## src/rtl/led_frame_counter_if.sv

```systemverilog
// Control/status bundle between the GRB LED state machine (master) and the
// frame position counter (slave).
interface led_frame_counter_if #(
  parameter int unsigned NUM_LEDS     = 300,
  parameter int unsigned BITS_PER_LED = 24
);
  localparam int unsigned TOTAL   = NUM_LEDS * BITS_PER_LED;
  localparam int unsigned COUNT_W = $clog2(TOTAL);
  localparam int unsigned LED_W   = $clog2(NUM_LEDS);
  localparam int unsigned BIT_W   = $clog2(BITS_PER_LED);

  logic               clear;
  logic               inc;
  logic               load;
  logic [LED_W-1:0]   load_led;
  logic [COUNT_W-1:0] count;
  logic [BIT_W-1:0]   bit_idx;
  logic [LED_W-1:0]   led_idx;
  logic               last_bit;
  logic               at_last;
  logic               frame_done;
  logic               overflow;

  modport master (
    output clear, inc, load, load_led,
    input  count, bit_idx, led_idx, last_bit, at_last, frame_done, overflow
  );

  modport slave (
    input  clear, inc, load, load_led,
    output count, bit_idx, led_idx, last_bit, at_last, frame_done, overflow
  );
endinterface

```

## src/rtl/led_frame_counter.sv

```systemverilog
// Bit/LED position counter for the GRB serial LED driver: flat bit count,
// bit-within-LED and LED index stepped together, frame-end pulse, sticky misuse flag.
module led_frame_counter #(
  parameter int unsigned NUM_LEDS     = 300,
  parameter int unsigned BITS_PER_LED = 24,
  parameter bit          WRAP         = 1'b1
) (
  input logic               clk,
  input logic               reset,
  led_frame_counter_if.slave bus
);
  localparam int unsigned TOTAL   = NUM_LEDS * BITS_PER_LED;
  localparam int unsigned COUNT_W = $clog2(TOTAL);
  localparam int unsigned LED_W   = $clog2(NUM_LEDS);
  localparam int unsigned BIT_W   = $clog2(BITS_PER_LED);

  localparam logic [COUNT_W-1:0] COUNT_LAST = COUNT_W'(TOTAL - 1);
  localparam logic [BIT_W-1:0]   BIT_LAST   = BIT_W'(BITS_PER_LED - 1);
  localparam logic [LED_W-1:0]   LED_LAST   = LED_W'(NUM_LEDS - 1);
  localparam logic [COUNT_W-1:0] BPL_C      = COUNT_W'(BITS_PER_LED);
  localparam logic [LED_W:0]     NUM_LEDS_C = (LED_W + 1)'(NUM_LEDS);

  typedef enum logic {RUN, HOLD} state_t;

  state_t             state_q;
  logic [COUNT_W-1:0] count_q;
  logic [BIT_W-1:0]   bit_q;
  logic [LED_W-1:0]   led_q;
  logic               frame_done_q;
  logic               overflow_q;

  logic               last_bit;
  logic               at_last;
  logic               load_ok;
  logic [COUNT_W-1:0] load_count;

  assign last_bit   = (bit_q == BIT_LAST);
  assign at_last    = (count_q == COUNT_LAST);
  // Extra MSB so a power-of-two NUM_LEDS still compares correctly.
  assign load_ok    = ({1'b0, bus.load_led} < NUM_LEDS_C);
  assign load_count = COUNT_W'(bus.load_led) * BPL_C;

  always_ff @(posedge clk) begin
    if (reset) begin
      state_q      <= RUN;
      count_q      <= '0;
      bit_q        <= '0;
      led_q        <= '0;
      frame_done_q <= 1'b0;
      overflow_q   <= 1'b0;
    end else begin
      frame_done_q <= 1'b0;
      if (bus.clear) begin
        state_q    <= RUN;
        count_q    <= '0;
        bit_q      <= '0;
        led_q      <= '0;
        overflow_q <= 1'b0;
      end else if (bus.load) begin
        if (load_ok) begin
          state_q <= RUN;
          count_q <= load_count;
          bit_q   <= '0;
          led_q   <= bus.load_led;
        end else begin
          overflow_q <= 1'b1;
        end
      end else if (bus.inc) begin
        if (state_q == HOLD) begin
          overflow_q <= 1'b1;
        end else if (at_last) begin
          frame_done_q <= 1'b1;
          if (WRAP) begin
            count_q <= '0;
            bit_q   <= '0;
            led_q   <= '0;
          end else begin
            // Park on the final bit; only clear or a valid load leaves HOLD.
            state_q <= HOLD;
            count_q <= COUNT_LAST;
            bit_q   <= BIT_LAST;
            led_q   <= LED_LAST;
          end
        end else begin
          count_q <= count_q + 1'b1;
          if (last_bit) begin
            bit_q <= '0;
            led_q <= led_q + 1'b1;
          end else begin
            bit_q <= bit_q + 1'b1;
          end
        end
      end
    end
  end

  assign bus.count      = count_q;
  assign bus.bit_idx    = bit_q;
  assign bus.led_idx    = led_q;
  assign bus.last_bit   = last_bit;
  assign bus.at_last    = at_last;
  assign bus.frame_done = frame_done_q;
  assign bus.overflow   = overflow_q;
endmodule

```

## src/flat_wrapper.sv

```systemverilog
// flat-port wrapper written by rule: the top's interface ports become plain ports
module led_frame_counter_flat 
#(
  parameter int unsigned NUM_LEDS     = 300,
  parameter int unsigned BITS_PER_LED = 24,
  parameter bit          WRAP         = 1'b1
)
  (clk, reset, bus_clear, bus_inc, bus_load, bus_load_led, bus_count, bus_bit_idx, bus_led_idx, bus_last_bit, bus_at_last, bus_frame_done, bus_overflow);
  led_frame_counter_if #(.NUM_LEDS(NUM_LEDS), .BITS_PER_LED(BITS_PER_LED)) bus_i ();
  input logic clk;
  input logic reset;
  input wire logic [$bits(bus_i.clear)-1:0] bus_clear;
  input wire logic [$bits(bus_i.inc)-1:0] bus_inc;
  input wire logic [$bits(bus_i.load)-1:0] bus_load;
  input wire logic [$bits(bus_i.load_led)-1:0] bus_load_led;
  output wire logic [$bits(bus_i.count)-1:0] bus_count;
  output wire logic [$bits(bus_i.bit_idx)-1:0] bus_bit_idx;
  output wire logic [$bits(bus_i.led_idx)-1:0] bus_led_idx;
  output wire logic [$bits(bus_i.last_bit)-1:0] bus_last_bit;
  output wire logic [$bits(bus_i.at_last)-1:0] bus_at_last;
  output wire logic [$bits(bus_i.frame_done)-1:0] bus_frame_done;
  output wire logic [$bits(bus_i.overflow)-1:0] bus_overflow;
  assign bus_i.clear = bus_clear;
  assign bus_i.inc = bus_inc;
  assign bus_i.load = bus_load;
  assign bus_i.load_led = bus_load_led;
  assign bus_count = bus_i.count;
  assign bus_bit_idx = bus_i.bit_idx;
  assign bus_led_idx = bus_i.led_idx;
  assign bus_last_bit = bus_i.last_bit;
  assign bus_at_last = bus_i.at_last;
  assign bus_frame_done = bus_i.frame_done;
  assign bus_overflow = bus_i.overflow;
  led_frame_counter #(.NUM_LEDS(NUM_LEDS), .BITS_PER_LED(BITS_PER_LED), .WRAP(WRAP)) u_core (.clk(clk), .reset(reset), .bus(bus_i));
endmodule
```

## config.mk

```make
export PLATFORM = sky130hd
export DESIGN_NAME = led_frame_counter_flat
export DESIGN_NICKNAME = d
export VERILOG_FILES = /design/src/rtl/led_frame_counter_if.sv /design/src/rtl/led_frame_counter.sv /design/src/flat_wrapper.sv
export SDC_FILE = /design/constraint.sdc
export NUM_CORES = 1
export LEC_CHECK = 0
export CORE_ASPECT_RATIO = 0.9
export CORE_MARGIN = 2
export CORE_UTILIZATION = 45
export DETAILED_ROUTE_END_ITERATION = 10
export HOLD_SLACK_MARGIN = 0.12
export PLACE_DENSITY = 0.72
export SYNTH_ARGS = -nofsm -noshare
export SYNTH_HDL_FRONTEND = slang
export SYNTH_SLANG_ARGS = --single-unit
```

## constraint.sdc

```tcl
create_clock -name clk -period 3.26 [get_ports clk]
set_clock_uncertainty 0.15 [all_clocks]
set_input_delay 0.326 -clock clk [delete_from_list [all_inputs] [get_ports clk]]
set_output_delay 0.326 -clock clk [all_outputs]
set_load 0.05 [all_outputs]
```

==> impl_metrics.csv <==
group,metric,value,unit
outcome,status,"complete, no violations",
setup_path,worstPathBufferInverterCount,2,
place,finalWeightedCongestion,0.8688,
sta,layout_min_cycle_time,2952,ps
drt,vias_per_cell,5.595,
synth,synth_edf_count,0,
sta,rsz0062_at_grt,"false",
synth,synth_top_flop_cell,"dfxtp_1",
drt,dr_total_vias,2098,
cts,clock_sink_count,29,
cts,ctsRootBufferMaster,"clkbuf_8",
global_routing,number_of_global_route_vias_before_repair,1901,
cts,number_of_buffers_inserted_for_hold_repair_after_clock_tree_synthesis,0,
finish,num-fill-cells,418,
cts,cts-resized-gates,0,
setup_path,setup_slack_of_the_most_critical_reg_to_reg_path,890,ps
sta,report.final.hold_viol_count,0,
setup_path,cp_max_stage_cell,"clkdlybuf4s50_1",
setup_path,setup.worst_path.start_class,"flip-flop",
global_routing,aggregate_global_routing_overflow,0,
drt,drt_iter0_drc,208,
drt,detail_route.wirelength,5541,um
global_routing,grt_antenna_before_repair,0,
setup_path,crit_path_end_kind,"output pin",
sta,drv_slew,0,
die,fp.dieArea,5211,um2
cts,worst_setup_hold_path_clk_slew,70,ps
finish,fraction_of_layout_cells_with_a_size_suffix_above_1,7.348,%
finish,antenna-diode-count,0,
finish,syn2layout_area_growth,26.56,%
pwr,p_per_area,337.2,nW/um2
global_routing,maximum_number_of_pins_on_one_net_before_global_route_repair,24,
synth,total_of_flip_flops_plus_latches_after_synthesis,29,
setup_path,worst_ep_required,2780,ps
drt,route.detailed.drc,0,
die,coreArea,4461,um2
synth,synth_seq_area_share,27.75,%
die,floorplan.die.width,75.87,um
drt,wl_per_cell,14.78,um
setup_path,worst_path_dominant_cell_family,"buffers and inverters",
cts,cts-buffers-inserted,5,
global_routing,first_pass_grt_wire_length,9052,um
sta,fin_tns_setup,0,ps
global_routing,gr-usage-all-layers,23.19,%
min_path,hold_path.class,"flip-flop to flip-flop",
cts,clock_tree_buf_depth,2,
flow_run,timing.max_cap.violations,0,
synth,synthCells,271,
sta,final-setup-viol-count,0,
place,place.detailed.hpwl,3980,um
pwr,max-vdd-ir-drop,0.2240,mV
synth,syn-cell-area,2092,um2
setup_path,critical_path_class,"flip-flop to output pin",
finish,mostFrequentLayoutCells,"clkdlybuf4s50_1 (44), a21oi_1 (31), dfxtp_1 (29)",
synth,synth.avg_cell_area,7.720,um2
cts,cts.htree.levels,2,
drt,drtPass1Iterations,4,
setup_path,worst_ep_arrival,2480,ps
finish,layout.cells.most_common,"clkdlybuf4s50_1",
synth,yosys_warnings,0,
synth,synth-async-reset-ratio,0,%
cts,insertion_delay,280,ps
sta,achievable-frequency,0.3388,GHz
synth,yosysUniqueCellTypes,59,
die,rows,23,
die,chipHeight,68.69,um
die,io_pins,45,
pwr,total_power,0.8928,mW
sta,max-slew-margin-rel,39.30,%
cts,tritoncts,"done",
setup_path,worstPathMaxFanout,7,
finish,num-nets-final,341,
die,floorplan.initialDensity,46.90,%
sta,min_period_over_period,90.55,%
pwr,leakage,0.9492,nW
place,io_buffers,44,
sta,worstMarginPinSlew,907.1,ps
setup_path,critical_path.cell_chain,"ha_1, and4_1, nand3_2, inv_1, clkdlybuf4s50_1",
setup_path,cpPeakStageDelay,800,ps
drt,drtAntennaViolNets,0,
synth,postSynthNetCount,300,
cts,post_cts.repair.setup_buffers,0,
sta,fin_worst_hold_slack,360.8,ps
-- area by class of cell --
| class | count | area (um2) | area share (%) |
|---|---|---|---|
| flip-flops and latches | 29 | 580.6 | 21.93 |
| clock buffers | 5 | 68.82 | 2.599 |
| inverters | 14 | 52.55 | 1.985 |
| clock inverters | 3 | 17.52 | 0.6616 |
| multi-input cells | 216 | 1395 | 52.69 |
| well taps | 62 | 77.57 | 2.930 |
| repair buffers | 46 | 455.4 | 17.20 |
-- metrics by stage --
stage / instances / cell area (um2) / util, % / setup slack [ps]
global route: 375 / 2648 / 59.35 / 154.0
CTS: 375 / 2648 / 59.35 / 292.5
finish: 375 / 2648 / 59.35 / 308.0
global placement: 367 / 2561 / 57.42 / 335.0
detailed placement: 367 / 2561 / 57.42 / 273.1
floorplan: 271 / 2092 / - / 744.5
-- state kept, by name, indices dropped and copies added (netlist names) --
register               flops
u_core.bus.bit_idx         5
u_core.bus.led_idx         9
u_core.bus.overflow        1
u_core.bus.frame_done      1
u_core.bus.count          13
-- Yosys cell counts, types with 2 or more instances --
master	instances	area, um2
a211oi_1	3	22.52
a21oi_1	31	155.2
a22oi_1	4	30.03
a31oi_1	3	18.77
a31oi_2	2	25.02
a32o_1	3	30.03
and2_1	2	12.51
and3_1	3	18.77
buf_2	3	15.01
buf_4	2	15.01
clkbuf_1	5	18.77
dfxtp_1	29	580.6
ha_1	14	175.2
inv_1	14	52.55
nand2_1	27	101.4
nand2b_1	2	12.51
nand3_1	11	55.05
nand3b_1	3	22.52
nand4_1	3	18.77
nor2_1	22	82.58
nor2b_1	3	18.77
nor3_1	7	35.03
nor4_1	3	18.77
o2111ai_1	2	17.52
o211ai_1	2	15.01
o21ai_0	23	115.1
o22ai_1	2	12.51
o31ai_1	4	30.03
or2_2	2	12.51
or3_1	2	12.51
xnor2_1	6	52.55
xor2_1	2	17.52
-- where the power goes --
| part | leakage, nW | switching (mW) | internal [mW] | total (mW) |
|---|---|---|---|---|
| clock | 0.0439 | 0.146 | 0.147 | 0.293 |
| sequential | 0.235 | 0.0139 | 0.364 | 0.377 |
| combinational | 0.670 | 0.135 | 0.0881 | 0.223 |
-- worst paths after layout --
path | startpoint | endpoint | depth (start not counted)
worst max-delay path | u_core.bus.count[0] | bus_at_last | 5
worst min-delay path | u_core.bus.bit_idx[4] | u_core.bus.bit_idx[4] | 2
worst max register to register | u_core.bus.count[0] | u_core.bus.led_idx[3] | 7
worst min register to register | u_core.bus.bit_idx[4] | u_core.bus.bit_idx[4] | 2
-- tightest hold or removal path: stages (launching register included) --
cell and delay, ps:
dfxtp_1 330, o21ai_0 80, a21oi_1 60
-- kinds of logic after synthesis --
family | synth area share (%)
buf+inv | 5.562
fa+ha+maj | 9.330
simple gates | 25.48
compound gates | 28.53
flops | 27.75
xor+xnor | 3.349
-- metal layers --
layer | global-route usage [%] | wire, um
met1 | 30.80 | 2556
met2 | 36.75 | 2542
met3 | 5.378 | 389
met4 | 8.114 | 53
met5 | 0 | 0
Power figures use the tool's default switching activity.
